===== src/rtl/segment_scroll_txt_if.sv =====
// rtl/segment_scroll_txt_if.sv - character write port bundle for segment_scroll_txt
interface segment_scroll_txt_if;
    logic       wr_valid;
    logic [5:0] wr_data;
    logic       wr_ready;

    modport master (output wr_valid, output wr_data, input wr_ready);
    modport slave  (input wr_valid, input wr_data, output wr_ready);
endinterface


===== src/rtl/segment_scroll_txt.sv =====
// rtl/segment_scroll_txt.sv - buffered 7-segment text display with digit multiplexing and marquee scroll
// Glyph table: active-low, bit 0 = segment a ... bit 6 = segment g.
module segment_ram_txt (
    input  logic [5:0] i_code,
    output logic [6:0] o_seg
);
    always_comb begin
        o_seg = 7'h7F;
        case (i_code)
            6'h00: o_seg = 7'h40;
            6'h01: o_seg = 7'h79;
            6'h02: o_seg = 7'h24;
            6'h03: o_seg = 7'h30;
            6'h04: o_seg = 7'h19;
            6'h05: o_seg = 7'h12;
            6'h06: o_seg = 7'h02;
            6'h07: o_seg = 7'h78;
            6'h08: o_seg = 7'h00;
            6'h09: o_seg = 7'h10;
            6'h0A: o_seg = 7'h08;
            6'h0B: o_seg = 7'h03;
            6'h0C: o_seg = 7'h46;
            6'h0D: o_seg = 7'h21;
            6'h0E: o_seg = 7'h06;
            6'h0F: o_seg = 7'h0E;
            6'h10: o_seg = 7'h42;
            6'h11: o_seg = 7'h0B;
            6'h12: o_seg = 7'h4F;
            6'h13: o_seg = 7'h61;
            6'h14: o_seg = 7'h0A;
            6'h15: o_seg = 7'h47;
            6'h16: o_seg = 7'h48;
            6'h17: o_seg = 7'h2B;
            6'h18: o_seg = 7'h23;
            6'h19: o_seg = 7'h0C;
            6'h1A: o_seg = 7'h18;
            6'h1B: o_seg = 7'h2F;
            6'h1C: o_seg = 7'h12;
            6'h1D: o_seg = 7'h07;
            6'h1E: o_seg = 7'h41;
            6'h1F: o_seg = 7'h63;
            6'h20: o_seg = 7'h15;
            6'h21: o_seg = 7'h09;
            6'h22: o_seg = 7'h11;
            6'h23: o_seg = 7'h24;
            6'h24: o_seg = 7'h3F;
            default: o_seg = 7'h7F;
        endcase
    end
endmodule

module segment_scroll_txt #(
    parameter int DIGITS     = 8,
    parameter int DEPTH      = 32,
    parameter int MUX_DIV    = 50000,
    parameter int SCROLL_DIV = 25000000
) (
    input  logic                       i_clk,
    input  logic                       i_rst_n,
    input  logic                       i_clr,
    input  logic                       i_mode,
    segment_scroll_txt_if.slave        wr,
    output logic [$clog2(DEPTH+1)-1:0] o_len,
    output logic                       o_wrap,
    output logic [6:0]                 o_seg,
    output logic [DIGITS-1:0]          o_an
);
    localparam int LW = $clog2(DEPTH + 1);
    localparam int PW = $clog2(DEPTH + DIGITS);
    localparam int IW = PW + 2;
    localparam int BW = (DEPTH > 1) ? $clog2(DEPTH) : 1;
    localparam int DW = $clog2(DIGITS);
    localparam int MW = $clog2(MUX_DIV);
    localparam int SW = $clog2(SCROLL_DIV);

    logic [5:0]    r_buf [DEPTH];
    logic [LW-1:0] r_len;
    logic [PW-1:0] r_p;
    logic [SW-1:0] r_scr_cnt;
    logic [MW-1:0] r_mux_cnt;
    logic [DW-1:0] r_d;
    logic          r_wrap;
    logic [6:0]    r_seg;
    logic [DIGITS-1:0] r_an;

    logic          w_accept;
    logic          w_mux_tick;
    logic [DW-1:0] w_d_next;
    logic [IW-1:0] w_virt_len;
    logic [IW-1:0] w_sum;
    logic [IW-1:0] w_idx;
    logic          w_in_msg;
    logic [5:0]    w_code;
    logic [6:0]    w_glyph;
    logic          w_p_last;

    assign wr.wr_ready = (r_len < LW'(DEPTH));
    assign w_accept    = wr.wr_valid && wr.wr_ready && !i_clr;

    // Message is followed by DIGITS blanks; p < L and k < DIGITS <= L, so one subtraction wraps the sum.
    assign w_virt_len = IW'(r_len) + IW'(DIGITS);
    assign w_d_next   = (r_d == DW'(DIGITS - 1)) ? '0 : r_d + 1'b1;
    assign w_sum      = IW'(r_p) + IW'(w_d_next);
    assign w_idx      = (w_sum >= w_virt_len) ? (w_sum - w_virt_len) : w_sum;
    assign w_in_msg   = (w_idx < IW'(r_len));
    assign w_code     = w_in_msg ? r_buf[w_idx[BW-1:0]] : 6'h3F;
    assign w_p_last   = (IW'(r_p) == (w_virt_len - 1'b1));
    assign w_mux_tick = (r_mux_cnt == MW'(MUX_DIV - 1));

    segment_ram_txt u_glyph (
        .i_code (w_code),
        .o_seg  (w_glyph)
    );

    always_ff @(posedge i_clk) begin
        if (w_accept) begin
            r_buf[r_len[BW-1:0]] <= wr.wr_data;
        end
    end

    always_ff @(posedge i_clk or negedge i_rst_n) begin
        if (!i_rst_n) begin
            r_len <= '0;
        end else if (i_clr) begin
            r_len <= '0;
        end else if (w_accept) begin
            r_len <= r_len + 1'b1;
        end
    end

    // Scroll position only advances while scrolling a non-empty message.
    always_ff @(posedge i_clk or negedge i_rst_n) begin
        if (!i_rst_n) begin
            r_p       <= '0;
            r_scr_cnt <= '0;
            r_wrap    <= 1'b0;
        end else begin
            r_wrap <= 1'b0;
            if (i_clr || !i_mode || (r_len == '0)) begin
                r_p       <= '0;
                r_scr_cnt <= '0;
            end else if (r_scr_cnt == SW'(SCROLL_DIV - 1)) begin
                r_scr_cnt <= '0;
                if (w_p_last) begin
                    r_p    <= '0;
                    r_wrap <= 1'b1;
                end else begin
                    r_p <= r_p + 1'b1;
                end
            end else begin
                r_scr_cnt <= r_scr_cnt + 1'b1;
            end
        end
    end

    always_ff @(posedge i_clk or negedge i_rst_n) begin
        if (!i_rst_n) begin
            r_mux_cnt <= '0;
            r_d       <= DW'(DIGITS - 1);
            r_seg     <= 7'h7F;
            r_an      <= '1;
        end else if (w_mux_tick) begin
            r_mux_cnt <= '0;
            r_d       <= w_d_next;
            r_seg     <= w_glyph;
            r_an      <= ~(DIGITS'(1) << w_d_next);
        end else begin
            r_mux_cnt <= r_mux_cnt + 1'b1;
        end
    end

    assign o_len  = r_len;
    assign o_wrap = r_wrap;
    assign o_seg  = r_seg;
    assign o_an   = r_an;
endmodule


===== src/flat_wrapper.sv =====
// flat-port wrapper written by rule: the top's interface ports become plain ports
module segment_scroll_txt_flat 
#(
    parameter int DIGITS     = 8,
    parameter int DEPTH      = 32,
    parameter int MUX_DIV    = 50000,
    parameter int SCROLL_DIV = 25000000
)
  (i_clk, i_rst_n, i_clr, i_mode, o_len, o_wrap, o_seg, o_an, wr_wr_valid, wr_wr_data, wr_wr_ready);
  segment_scroll_txt_if wr_i ();
  input  logic i_clk;
  input  logic i_rst_n;
  input  logic i_clr;
  input  logic i_mode;
  output logic [$clog2(DEPTH+1)-1:0] o_len;
  output logic o_wrap;
  output logic [6:0] o_seg;
  output logic [DIGITS-1:0] o_an;
  input wire logic [$bits(wr_i.wr_valid)-1:0] wr_wr_valid;
  input wire logic [$bits(wr_i.wr_data)-1:0] wr_wr_data;
  output wire logic [$bits(wr_i.wr_ready)-1:0] wr_wr_ready;
  assign wr_i.wr_valid = wr_wr_valid;
  assign wr_i.wr_data = wr_wr_data;
  assign wr_wr_ready = wr_i.wr_ready;
  segment_scroll_txt #(.DIGITS(DIGITS), .DEPTH(DEPTH), .MUX_DIV(MUX_DIV), .SCROLL_DIV(SCROLL_DIV)) u_core (.i_clk(i_clk), .i_rst_n(i_rst_n), .i_clr(i_clr), .i_mode(i_mode), .wr(wr_i), .o_len(o_len), .o_wrap(o_wrap), .o_seg(o_seg), .o_an(o_an));
endmodule

===== config.mk =====
export PLATFORM = sky130hd
export DESIGN_NAME = segment_scroll_txt_flat
export DESIGN_NICKNAME = d
export VERILOG_FILES = /design/src/rtl/segment_scroll_txt_if.sv /design/src/rtl/segment_scroll_txt.sv /design/src/flat_wrapper.sv
export SDC_FILE = /design/constraint.sdc
export NUM_CORES = 1
export LEC_CHECK = 0
export ABC_CLOCK_PERIOD_IN_PS = 7710
export CAP_MARGIN = 20
export CORE_MARGIN = 1.5
export CORE_UTILIZATION = 30
export CTS_BUF_LIST = sky130_fd_sc_hd__clkbuf_4
export CTS_CLUSTER_DIAMETER = 30
export DETAILED_ROUTE_END_ITERATION = 8
export SETUP_SLACK_MARGIN = 0.5
export SLEW_MARGIN = 20
export SYNTH_ARGS = -nofsm -noshare
export SYNTH_HDL_FRONTEND = slang
export SYNTH_SLANG_ARGS = --single-unit

===== constraint.sdc =====
create_clock -name i_clk -period 7.71 [get_ports i_clk]
set_input_delay 1.1565 -clock i_clk [delete_from_list [all_inputs] [get_ports i_clk]]
set_output_delay 1.1565 -clock i_clk [all_outputs]
set_load 0.01 [all_outputs]

After elaboration in Yosys (flattened, before gate mapping)

Memory sizes are Yosys's and may differ from the RTL's. A register that Yosys moved wholly into a read port is not among the register bits.
Index checks and enable logic that the tools add are counted.

Add/subtract/negate cells: 9
Order comparisons: 3
Equality and inequality tests: 4
Shifts and indexed selects: 1
Mux-type cells: 16
Bitwise logic cells: 1
Reduce and logical (&&, ||, !) cells: 10

Operators by type and width:

| operator                                                            | number |
|---|---|
| 25-bit 2-to-1 mux                                                   | 2 |
| 6-bit 2-to-1 mux                                                    | 6 |
| 25-bit by 1-bit adder with 25-bit output (second input constant)    | 1 |
| 25-bit == test (second input constant)                              | 1 |
| 16-bit by 1-bit adder with 16-bit output (second input constant)    | 1 |
| 16-bit == test (second input constant)                              | 1 |
| 16-bit 2-to-1 mux                                                   | 1 |
| 6-bit by 1-bit adder with 6-bit output (second input constant)      | 2 |
| 6-bit by 8-bit == test with 1-bit output                            | 1 |
| 8-bit greater-or-equal comparator                                   | 1 |
| 8-bit by 6-bit < comparator with 1-bit output                       | 1 |
| 8-bit 2-to-1 mux                                                    | 1 |
| 8-bit inverter                                                      | 1 |
| 1-bit by 3-bit left shift with 8-bit output (first input constant)  | 1 |
| 8-bit by 1-bit subtractor with 8-bit output (second input constant) | 1 |
| 8-bit subtractor                                                    | 1 |
| 6-bit by 3-bit adder with 7-bit output                              | 1 |
| 6-bit by 4-bit adder with 7-bit output (second input constant)      | 1 |
| 6-bit logical NOT                                                   | 1 |
| 6-bit < comparator (second input constant)                          | 1 |
| 1-bit 2-to-1 mux                                                    | 5 |
| 2-bit nonzero test                                                  | 2 |
| 3-bit by 1-bit adder with 3-bit output (second input constant)      | 1 |
| 3-bit == test (second input constant)                               | 1 |
| 4 further kinds                                                     | 8 |

Flip-flop bits (word level): 65
Memory bits (writable): 192
ROM bits: 448
Bits of input ports: 11
Output and inout port bits: 23
Logic and storage cells: 53
Memories: 2

Memory list:

| memory          | words | bits a word | rd ports | clocked after memory_dff | wr ports | line                     | RTL |
|---|---|---|---|---|---|---|---|
| (no name shown) | 64    | 7           | 1        | 1                        | 0        | segment_scroll_txt.sv:9  | `case (i_code)` |
| u_core.r_buf    | 32    | 6           | 1        | 0                        | 1        | segment_scroll_txt.sv:76 | `logic [5:0] r_buf [DEPTH];` |

Depth between registers and ports, before layout

Gate-level depths: netlist (run 1).

Depth in word-level cells: 7
Mapped depth: 32
Gate-level depth less buffers: 29

Modules after synthesis

Synthesis (run 1) repeated with hierarchy kept, for this count alone.

Cells, all modules: 1038
Area, all modules: 12587.1 um^2

By module, submodules not included:

| module             | times used | cells each | area each (um^2) | seq. area each (um^2) |
|---|---|---|---|---|
| segment_scroll_txt | 1          | 955        | 11986.5          | 7589.8 |
| segment_ram_txt    | 1          | 83         | 600.6            | 0.0 |

Least setup slack after synthesis (run 1)

OpenSTA, ideal clock, no wires.

Path type: register -> register
Start: reg u_core.r_d[0]
End: reg u_core.r_seg[6] (netlist: u_core.o_seg[6])
Library setup time: 0.097 ns
Arrival time: 6.275 ns
Required time: 7.613 ns
Path slack: 1.337 ns
Cell stages (with the launch flop): 30
Path buffers: 3
Period minus slack after synthesis: 6.373 ns
Cells stage by stage: dfstp_2 -> ha_1 -> nor2b_1 -> clkbuf_1 -> fa_1 -> a21o_1 -> and3_1 -> or2_2 -> ha_1 -> nand3_2 -> a211oi_4 -> nor3_2 -> clkbuf_1 -> nor3_1 -> nor2_1 -> inv_1 -> buf_4 -> ha_1 -> nand3_1 -> o21bai_1 -> a221o_1 -> a21oi_1 -> o21ai_1 -> nor2_1 -> a22oi_1 -> inv_1 -> ha_1 -> o21ai_0 -> o221a_2 -> o41ai_2

Longest elaborated chain between the ends: 7
Elaborated cells on any way between the ends: 10
Those cells by class: 3 x add/sub; 2 x order compare; 1 x eq/ne; 3 x mux; 1 x memory

RTL lines:

| what                                                                                           | line                      | RTL |
|---|---|---|
| from (decl)                                                                                    | segment_scroll_txt.sv:81  | `logic [DW-1:0] r_d;` |
| from (signal assigned)                                                                         | segment_scroll_txt.sv:159 | `r_d <= DW'(DIGITS - 1);` |
| from (signal assigned)                                                                         | segment_scroll_txt.sv:164 | `r_d <= w_d_next;` |
| 3-bit by 1-bit adder with 3-bit output / 3-bit == test (equally long branches)                 | segment_scroll_txt.sv:102 | `assign w_d_next = (r_d == DW'(DIGITS - 1)) ? '0 : r_d + 1'b1;` |
| 3-bit 2-to-1 mux (*)                                                                           | segment_scroll_txt.sv:102 |  |
| net u_core.w_d_next[1]                                                                         | segment_scroll_txt.sv:88  | `logic [DW-1:0] w_d_next;` |
| 6-bit by 3-bit adder with 7-bit output (*)                                                     | segment_scroll_txt.sv:103 | `assign w_sum = IW'(r_p) + IW'(w_d_next);` |
| 8-bit subtractor / 8-bit greater-or-equal comparator (equally long branches)                   | segment_scroll_txt.sv:104 | `assign w_idx = (w_sum >= w_virt_len) ? (w_sum - w_virt_len) : w_sum;` |
| 8-bit 2-to-1 mux (*)                                                                           | segment_scroll_txt.sv:104 |  |
| memory read 32 x 6 bit / 8-bit by 6-bit < comparator with 1-bit output (equally long branches) | --                        |  |
| 6-bit 2-to-1 mux (*)                                                                           | segment_scroll_txt.sv:106 | `assign w_code = w_in_msg ? r_buf[w_idx[BW-1:0]] : 6'h3F;` |
| to (decl)                                                                                      | segment_scroll_txt.sv:83  | `logic [6:0] r_seg;` |

The timed path passes the listed nets; every way through them passes the cells marked *.
A chain may end at the register's enable or synchronous reset.

Final worst setup path (run 1)

Start: reg u_core.r_d[0]
End: reg u_core.r_seg[3] (netlist: u_core.o_seg[3])

Same word-level chain as after synthesis.

==> impl_results.html, run 1 <==
<table>
<tr><th>Metric</th><th>Value</th></tr>
<tr><th colspan="2">CTS</th></tr>
<tr><td>CTS Sinks</td><td>roughly 260</td></tr>
<tr><td>Number of buffers created by CTS</td><td>75</td></tr>
<tr><td>Clock transition at the registers of the reported paths</td><td>0.07 ns</td></tr>
<tr><td>Depth of the CTS H-tree</td><td>3</td></tr>
<tr><td>Clock latency of the later-clocked register in the worst-skew pair</td><td>slightly above 0.7 ns</td></tr>
<tr><td>Hold_buf cts</td><td>0</td></tr>
<tr><td>Clk Tree Root Cell</td><td>clkbuf_4</td></tr>
<tr><td>Maximum clock insertion buffer count</td><td>3</td></tr>
<tr><td>CTS tree</td><td>yes</td></tr>
<tr><th colspan="2">Flow run</th></tr>
<tr><td>Maxcap violations</td><td>0</td></tr>
<tr><th colspan="2">Cells and area</th></tr>
<tr><td>Area growth from synthesis to layout</td><td>14.7%</td></tr>
<tr><td>Cell area after layout</td><td>around 0.015 sq mm</td></tr>
<tr><td>Filler Cells Inserted</td><td>4288</td></tr>
<tr><td>Layout Nets</td><td>1271</td></tr>
<tr><td>Most common cell after layout, fill and taps aside</td><td>edfxtp_1</td></tr>
<tr><td>Proportion of layout cells with a drive suffix above 1</td><td>between 10% and 20%</td></tr>
<tr><td>Leading cell types in the layout, fill and taps excluded</td><td>192 x edfxtp_1, 117 x nor2_1, 111 x nand2_1, 97 x clkbuf_4, 64 x and3_1</td></tr>
<tr><td>Final core utilization</td><td>34.9%</td></tr>
<tr><th colspan="2">Placement</th></tr>
<tr><td>Post-placement cell area</td><td>0.0140 sq mm</td></tr>
<tr><td>Total of buffers placed on input and output ports</td><td>33</td></tr>
<tr><td>HPWL reported at the end of detailed placement</td><td>roughly 24000 um</td></tr>
<tr><td>Gpl congestion</td><td>0.881</td></tr>
<tr><th colspan="2">Pwr</th></tr>
<tr><td>Static leakage power</td><td>about 5.6 nW</td></tr>
<tr><td>Pwr/cell area</td><td>around 190 mW/mm^2</td></tr>
<tr><td>Tot Pwr</td><td>0.00289 W</td></tr>
<tr><td>Worst VDD drop</td><td>0.0864 mV</td></tr>
<tr><th colspan="2">Worst setup path</th></tr>
<tr><td>Nature of the critical path startpoint</td><td>register</td></tr>
<tr><td>Most frequent cell on the critical path</td><td>ha_1</td></tr>
<tr><td>Crit end category</td><td>register</td></tr>
<tr><td>Critical setup path kind</td><td>register to register</td></tr>
<tr><td>Critical Path AT</td><td>around 7.4 ns</td></tr>
<tr><td>Max Fanout on Critical Path</td><td>10</td></tr>
<tr><td>Required time of the worst setup path</td><td>8.32 ns</td></tr>
<tr><td>Maximum cell stage delay along the critical path</td><td>~0.6 ns</td></tr>
<tr><td>Crit-path slowest cell</td><td>dfstp_2</td></tr>
<tr><th colspan="2">Floorplan</th></tr>
<tr><td>Die Footprint</td><td>about 0.045 sq mm</td></tr>
<tr><td>Die width</td><td>212 um</td></tr>
<tr><td>Std cell rows</td><td>between 70 and 80</td></tr>
<tr><td>Initial standard-cell utilization of the core</td><td>between 30% and 40%</td></tr>
<tr><td>Top Ports</td><td>34</td></tr>
<tr><td>Y dimension of the die</td><td>about 210 um</td></tr>
<tr><td>Total core area</td><td>approximately 0.043 sq mm</td></tr>
<tr><th colspan="2">Global route</th></tr>
<tr><td>GRT Overall Usage</td><td>between 15 and 20%</td></tr>
<tr><td>Global-route wire length before repair</td><td>55300 um</td></tr>
<tr><td>Number of global-route vias before repair</td><td>approximately 9500</td></tr>
<tr><td>Number of antenna violations at the first check in global routing</td><td>1</td></tr>
<tr><td>Maximum number of pins on one net before global-route repair</td><td>73</td></tr>
<tr><td>Aggregate global routing overflow</td><td>0</td></tr>
<tr><th colspan="2">Route</th></tr>
<tr><td>Via density per instance</td><td>approximately 5.3</td></tr>
<tr><td>Detailed-route via count</td><td>roughly 9900</td></tr>
<tr><td>Routed wirelength normalized by instance count</td><td>between 15 and 20 um</td></tr>
<tr><td>Number of violations reported at the end of detailed-routing iteration 0</td><td>1088</td></tr>
<tr><td>Number of detailed-routing iterations run before antenna repair</td><td>5</td></tr>
<tr><td>Detailed-route DRC error count</td><td>0</td></tr>
<tr><td>Antenna viol nets, final</td><td>0</td></tr>
<tr><td>Overall routed net length</td><td>around 36000 um</td></tr>
<tr><th colspan="2">STA</th></tr>
<tr><td>Worst slew margin relative to its limit</td><td>between 20% and 30%</td></tr>
<tr><td>Peak Freq</td><td>147 MHz</td></tr>
<tr><td>Setup repair after global routing missed its margin</td><td>yes</td></tr>
<tr><td>Max-slew violations</td><td>0</td></tr>
<tr><td>Setup-violating endpoint count in the final report</td><td>0</td></tr>
<tr><td>Final hold violation count</td><td>0</td></tr>
<tr><td>Sum of negative setup slack</td><td>0 ns</td></tr>
<tr><td>Clock skew</td><td>0.0308 ns</td></tr>
<tr><td>Worst Max-Slew Pin Slew</td><td>around 1.1 ns</td></tr>
<tr><td>Final period demand of the worst path</td><td>between 6 and 7 ns</td></tr>
<tr><td>Period utilization</td><td>87.9%</td></tr>
<tr><th colspan="2">Synth</th></tr>
<tr><td>Fraction of synthesis flops using an asynchronous set or reset pin</td><td>a little over a quarter</td></tr>
<tr><td>Sequential area share after synthesis</td><td>57.9%</td></tr>
<tr><td>Count of different cell masters after synthesis</td><td>85</td></tr>
<tr><td>Main synth FF type</td><td>edfxtp_1</td></tr>
<tr><td>Number of register bits inferred by synthesis</td><td>between 200 and 300</td></tr>
<tr><td>Post-Syn Area per Cell</td><td>between 10 and 15 sq um</td></tr>
<tr><td>Synthesized net count</td><td>approximately 1200</td></tr>
<tr><td>Count of flip-flops with a built-in enable after synthesis</td><td>between 150 and 200</td></tr>
<tr><td>Total number of yosys warnings</td><td>0</td></tr>
<tr><td>Cells after Synth</td><td>between 1000 and 1500</td></tr>
<tr><td>Combined area of all synthesized cells</td><td>roughly 0.013 sq mm</td></tr>
<tr><th colspan="2">Run status</th></tr>
<tr><td>Run status</td><td>finished clean</td></tr>
<tr><th colspan="2">Hold path</th></tr>
<tr><td>Type of the worst min-delay path</td><td>register to register</td></tr>
</table>
[registers in the layout, summed over array words and instances, names as in the netlist]
signal and cells:
u_core.o_len 6, u_core.r_scr_cnt 25, u_core.r_p 6, u_core.r_d 3
u_core.o_wrap 1, u_core.r_mux_cnt 16, u_core.r_buf 192, u_core.o_an 8
u_core.o_seg 7
[routing by layer]
metal / up-vias / global-route usage (%) / routed length, um
li1: 4540 / - / -
met1: 4875 / 23.2 / 16300
met2: 428 / 23.7 / 16100
met3: 74 / 3.34 / 2960
met4: 0 / 6.72 / 1040
met5: - / 0 / 0
[power breakdown]
part	leakage [nW]	switching [W]	internal, W
sequential	2.65	0.00000512	0.00153
clock	0.547	0.000600	0.000659
combinational	2.37	0.0000722	0.0000269
[metrics by stage]
step,std cells,setup slack [ns],hold WS (ns)
finish,1855,0.930,0.458
global route,1855,0.482,0.485
CTS,1848,0.549,0.460
detailed placement,1723,0.364,0.450
global placement,1723,0.705,0.445
floorplan,1145,1.34,0.425
[kinds of logic (layout without fill, tap and decap cells)]
kind of cell | after synthesis | in the layout | synth area share [%]
buffers and inverters | 92 | 215 | 3.05
multiplexers | 16 | 16 | 1.23
XOR/XNOR | 53 | 53 | 3.54
other | 0 | 1 | 0
AO/OA/AOI/OAI | 257 | 257 | 14.6
adder cells (fa/ha/maj) | 39 | 39 | 3.84
flip-flops | 264 | 264 | 57.9
AND/OR/NAND/NOR | 424 | 425 | 15.8
[worst max-delay path: cells and delay by family (launching register included)]
| kind | cells | cell delay [ns] |
|---|---|---|
| flip-flops | 1 | 0.60 |
| AND/OR/NAND/NOR | 9 | 1.77 |
| AO/OA/AOI/OAI | 9 | 1.99 |
| buffers and inverters | 2 | 0.35 |
| adder cells (fa/ha/maj) | 7 | 1.98 |
[final timing paths]
check | startpoint | end | slack [ns] | cells after the start
max in group asynchronous | i_rst_n | u_core.r_mux_cnt[3] | 6.52 | 1
max | u_core.r_d[0] | u_core.o_seg[3] | 0.93 | 27
min in group asynchronous | i_rst_n | u_core.r_scr_cnt[21] | 0.56 | 1
min reg2reg | u_core.r_mux_cnt[0] | u_core.r_mux_cnt[0] | 0.46 | 1
min | u_core.r_mux_cnt[0] | u_core.r_mux_cnt[0] | 0.46 | 1
max reg2reg | u_core.r_d[0] | u_core.o_seg[3] | 0.93 | 27
[Yosys cell counts, types with 4 or more instances]
cell type | count | area share (%)
edfxtp_1 | 192 | 44
nor2_1 | 118 | 3.4
nand2_1 | 112 | 3.2
and3_1 | 64 | 3.1
dfrtp_1 | 54 | 10
a211oi_1 | 42 | 2.4
clkbuf_1 | 37 | 1.1
ha_1 | 37 | 3.5
nand3_1 | 36 | 1.4
a21oi_1 | 32 | 1.2
o21ai_0 | 32 | 1.2
inv_1 | 29 | 0.83
xor2_1 | 27 | 1.8
xnor2_1 | 26 | 1.7
a2111oi_0 | 22 | 1.5
nor3_1 | 19 | 0.73
dfstp_2 | 18 | 3.6
buf_2 | 16 | 0.61
nand4_1 | 16 | 0.76
mux2i_1 | 15 | 1.1
a22oi_1 | 13 | 0.74
a31oi_1 | 12 | 0.57
a311oi_1 | 10 | 0.67
o211ai_1 | 10 | 0.57
a21o_1 | 8 | 0.46
and2_1 | 8 | 0.38
o22ai_1 | 8 | 0.38
a211o_1 | 7 | 0.47
nand2b_1 | 6 | 0.29
nor2b_1 | 6 | 0.29
nor4_1 | 6 | 0.29
a221o_1 | 5 | 0.38
buf_4 | 5 | 0.29
nor3b_1 | 5 | 0.29
o31ai_1 | 5 | 0.29
a221oi_1 | 4 | 0.27
o221a_2 | 4 | 0.34
or3_1 | 4 | 0.19
[repair_timing]
action | CTS | global route
setup endpoints to repair | 6 | 7
pin swaps | 0 | 4
gates cloned | 0 | 1
gates resized for setup | 1 | 11
setup buffers | 0 | 5
hold endpoints to repair | 0 | 0
[final cells by class]
class	instances	area [sq um]	area share [%]
clock buffers	97	728	4.84
clock inverters	28	185	1.23
flip-flops and latches	264	7590	50.5
multi-input cells	790	5180	34.5
diodes	1	2.50	0.0166
inverters	31	116	0.774
repair buffers	59	498	3.31
well taps	585	732	4.87
Note: power is estimated with default switching activity, not from simulation.
==> run 2, diff against run 1 <==
- CORE_ASPECT_RATIO: unset -> 0.9
==> run 2 against run 1 <==
Via count up 0.12%. Sequential power about the same. Critical path depth down 5. Register-to-register slack is essentially flat. First-iteration DRC count decreased by 4.5%. Clock skew up 0.037 ns. Sequential share of layout area fell by 0.47 points. Clock-buffer cell count grew 3. Largest power group unchanged. Highest routed layer unchanged.
==> impl_results.html, run 2 (synthesis gave the netlist of run 1 again) <==
<table>
<tr><th>Metric</th><th>Value</th></tr>
<tr><th colspan="2">Floorplan</th></tr>
<tr><td>Total core area</td><td>0.0431 sq mm (about the same)</td></tr>
<tr><td>Die Footprint</td><td>0.0450 sq mm (about the same)</td></tr>
<tr><td>Y dimension of the die</td><td>201 um (was 212 um)</td></tr>
<tr><td>Die width</td><td>223 um (was 212 um)</td></tr>
<tr><td>Initial standard-cell utilization of the core</td><td>30.4% (about the same)</td></tr>
<tr><td>Std cell rows</td><td>72 (was 76)</td></tr>
<tr><td>Top Ports</td><td>34 (unchanged)</td></tr>
<tr><th colspan="2">STA</th></tr>
<tr><td>Final hold violation count</td><td>0 (unchanged)</td></tr>
<tr><td>Worst Max-Slew Pin Slew</td><td>0.939 ns (was 1.08 ns)</td></tr>
<tr><td>Setup repair after global routing missed its margin</td><td>no (was yes)</td></tr>
<tr><td>Worst slew margin relative to its limit</td><td>36.4% (was 28.0%)</td></tr>
<tr><td>Setup-violating endpoint count in the final report</td><td>0 (unchanged)</td></tr>
<tr><td>Worst slack on hold paths</td><td>0.465 ns (was 0.458 ns)</td></tr>
<tr><td>Period utilization</td><td>87.9% (about the same)</td></tr>
<tr><td>Peak Freq</td><td>148 MHz (was 147 MHz)</td></tr>
<tr><td>Final period demand of the worst path</td><td>6.78 ns (about the same)</td></tr>
<tr><td>Sum of negative setup slack</td><td>0 ns (unchanged)</td></tr>
<tr><td>Max-slew violations</td><td>0 (unchanged)</td></tr>
<tr><td>Clock skew</td><td>0.0674 ns (was 0.0308 ns)</td></tr>
<tr><th colspan="2">CTS</th></tr>
<tr><td>Hold_buf cts</td><td>0 (unchanged)</td></tr>
<tr><td>Maximum clock insertion buffer count</td><td>3 (unchanged)</td></tr>
<tr><td>Clock transition at the registers of the reported paths</td><td>0.07 ns (about the same)</td></tr>
<tr><td>Depth of the CTS H-tree</td><td>3 (unchanged)</td></tr>
<tr><td>CTS Sinks</td><td>264 (unchanged)</td></tr>
<tr><td>Number of buffers created by CTS</td><td>74 (was 75)</td></tr>
<tr><td>CTS tree</td><td>yes (unchanged)</td></tr>
<tr><td>Clock latency of the later-clocked register in the worst-skew pair</td><td>0.75 ns (was 0.72 ns)</td></tr>
<tr><td>Clk Tree Root Cell</td><td>clkbuf_4 (unchanged)</td></tr>
<tr><th colspan="2">Cells and area</th></tr>
<tr><td>Proportion of layout cells with a drive suffix above 1</td><td>16.1% (was 16.3%)</td></tr>
<tr><td>Leading cell types in the layout, fill and taps excluded</td><td>192 x edfxtp_1, 117 x nor2_1, 111 x nand2_1, 100 x clkbuf_4, 64 x and3_1 (was 192 x edfxtp_1, 117 x nor2_1, 111 x nand2_1, 97 x clkbuf_4, 64 x and3_1)</td></tr>
<tr><td>Most common cell after layout, fill and taps aside</td><td>edfxtp_1 (unchanged)</td></tr>
<tr><td>Filler Cells Inserted</td><td>4289 (was 4288)</td></tr>
<tr><td>Final Non-Filler Cells</td><td>1849 (was 1855)</td></tr>
<tr><td>Area growth from synthesis to layout</td><td>15.8% (was 14.7%)</td></tr>
<tr><td>Max FFs per register</td><td>192 (unchanged)</td></tr>
<tr><td>Layout Nets</td><td>1285 (was 1271)</td></tr>
<tr><th colspan="2">Run status</th></tr>
<tr><td>Run status</td><td>finished clean (unchanged)</td></tr>
<tr><th colspan="2">Placement</th></tr>
<tr><td>Total of buffers placed on input and output ports</td><td>33 (unchanged)</td></tr>
<tr><td>Cells after DPL</td><td>1706 (was 1723)</td></tr>
<tr><td>Gpl congestion</td><td>0.915 (was 0.881)</td></tr>
<tr><td>HPWL reported at the end of detailed placement</td><td>24600 um (was 23700 um)</td></tr>
<tr><th colspan="2">Worst setup path</th></tr>
<tr><td>Critical Path AT</td><td>7.36 ns (was 7.39 ns)</td></tr>
<tr><td>Crit end category</td><td>register (unchanged)</td></tr>
<tr><td>Required time of the worst setup path</td><td>8.29 ns (was 8.32 ns)</td></tr>
<tr><td>Critical setup path kind</td><td>register to register (unchanged)</td></tr>
<tr><td>Max Fanout on Critical Path</td><td>25 (was 10)</td></tr>
<tr><td>Nature of the critical path startpoint</td><td>register (unchanged)</td></tr>
<tr><th colspan="2">Route</th></tr>
<tr><td>Number of violations reported at the end of detailed-routing iteration 0</td><td>1039 (was 1088)</td></tr>
<tr><td>Via density per instance</td><td>5.37 (was 5.35)</td></tr>
<tr><td>Routed wirelength normalized by instance count</td><td>20.2 um (was 19.6 um)</td></tr>
<tr><td>Number of detailed-routing iterations run before antenna repair</td><td>5 (unchanged)</td></tr>
<tr><td>Detailed-route via count</td><td>9929 (was 9917)</td></tr>
<tr><td>Antenna viol nets, final</td><td>0 (unchanged)</td></tr>
<tr><td>Detailed-route DRC error count</td><td>0 (unchanged)</td></tr>
<tr><td>Overall routed net length</td><td>37300 um (was 36400 um)</td></tr>
<tr><th colspan="2">Hold path</th></tr>
<tr><td>Type of the worst min-delay path</td><td>register to register (unchanged)</td></tr>
<tr><th colspan="2">Global route</th></tr>
<tr><td>Number of global-route vias before repair</td><td>9534 (was 9503)</td></tr>
<tr><td>Global-route wire length before repair</td><td>57100 um (was 55300 um)</td></tr>
<tr><td>Maximum number of pins on one net before global-route repair</td><td>73 (unchanged)</td></tr>
<tr><td>Aggregate global routing overflow</td><td>0 (unchanged)</td></tr>
<tr><td>Number of antenna violations at the first check in global routing</td><td>2 (was 1)</td></tr>
<tr><td>GRT Overall Usage</td><td>16.6% (was 16.2%)</td></tr>
<tr><th colspan="2">Flow run</th></tr>
<tr><td>Maxcap violations</td><td>0 (unchanged)</td></tr>
<tr><th colspan="2">Pwr</th></tr>
<tr><td>Worst VDD drop</td><td>0.0850 mV (was 0.0864 mV)</td></tr>
<tr><td>Tot Pwr</td><td>0.00296 W (was 0.00289 W)</td></tr>
<tr><td>Pwr/cell area</td><td>195 mW/mm^2 (was 193 mW/mm^2)</td></tr>
<tr><td>Static leakage power</td><td>5.66 nW (was 5.56 nW)</td></tr>
</table>
[run 2: changes by cell type in the layout (fill, tap and decap cells not counted), sizes merged, moves of 3 or more]
cell / delta
clkinv: +5
buf: +12
clkdlybuf4s50: +4
clkbuf: +3
[run 2: per-stage QoR]
stage	setup WS (ns)	utilization, %	instance area (sq um)
after detailed placement	0.712	32.8	14100
final	0.930	35.2	15200
after global placement	0.907	32.8	14100
after CTS	0.660	35.0	15100
after floorplan	1.34	-	13100
after global routing	0.511	35.2	15200
[run 2: per-layer routing]
metal  global-route usage [%]  vias up  share of wire [%]
met4                     5.89        0                2.3
met3                     4.12       72                8.8
met5                        0        -                  0
met2                     24.7      435                 44
met1                     23.4     4859                 45
li1                         -     4563                  -
[run 2: worst max-delay path, cell delays in order (launching register included)]
cell and delay (ns):
dfstp_2 0.59, ha_1 0.16, ha_1 0.19, nor2_1 0.11, ha_1 0.23, fa_2 0.38, xnor2_1 0.41, inv_1 0.15
ha_1 0.37, nand2b_1 0.20, a211oi_4 0.42, buf_4 0.22, nor4_2 0.06, buf_4 0.18, nor2_4 0.54, buf_4 0.30
a21oi_1 0.08, a221oi_1 0.35, a22oi_1 0.27, a22oi_2 0.70, o21ai_0 0.16, o221a_2 0.27, o41ai_2 0.30
[run 2: final timing paths]
check / from / to / slack (ns) / cells past startpoint
min in group asynchronous: i_rst_n / u_core.r_scr_cnt[17] / 0.57 / 1
hold / removal: u_core.o_an[7] / u_core.o_an[7] / 0.46 / 2
hold reg to reg: u_core.o_an[7] / u_core.o_an[7] / 0.46 / 2
setup reg to reg: u_core.r_d[0] / u_core.o_seg[6] / 0.93 / 22
max in group asynchronous: i_rst_n / u_core.r_mux_cnt[0] / 6.54 / 1
setup / recovery: u_core.r_d[0] / u_core.o_seg[6] / 0.93 / 22
[run 2: layout make-up]
cell class / instances / area [sq um] / share of cell area, %
sequential: 264 / 7590 / 50.0
clock buffer: 100 / 751 / 4.95
clock inverter: 34 / 223 / 1.47
inverter: 31 / 116 / 0.767
timing repair buffer: 75 / 651 / 4.29
tap: 555 / 694 / 4.58
multi-input combinational: 789 / 5150 / 33.9
antenna: 1 / 2.50 / 0.0165
[run 2: power breakdown]
part	internal [W]	switching [W]	total (W)
clock	0.000710	0.000613	0.00132
combinational	0.0000303	0.0000737	0.000104
sequential	0.00153	0.00000528	0.00154
[run 2: repair_timing]
| action | in CTS | in global routing |
|---|---|---|
| setup endpoints to repair | 0 | 7 |
| gates resized for setup | 0 | 6 |
| buffers inserted | 0 | 8 |
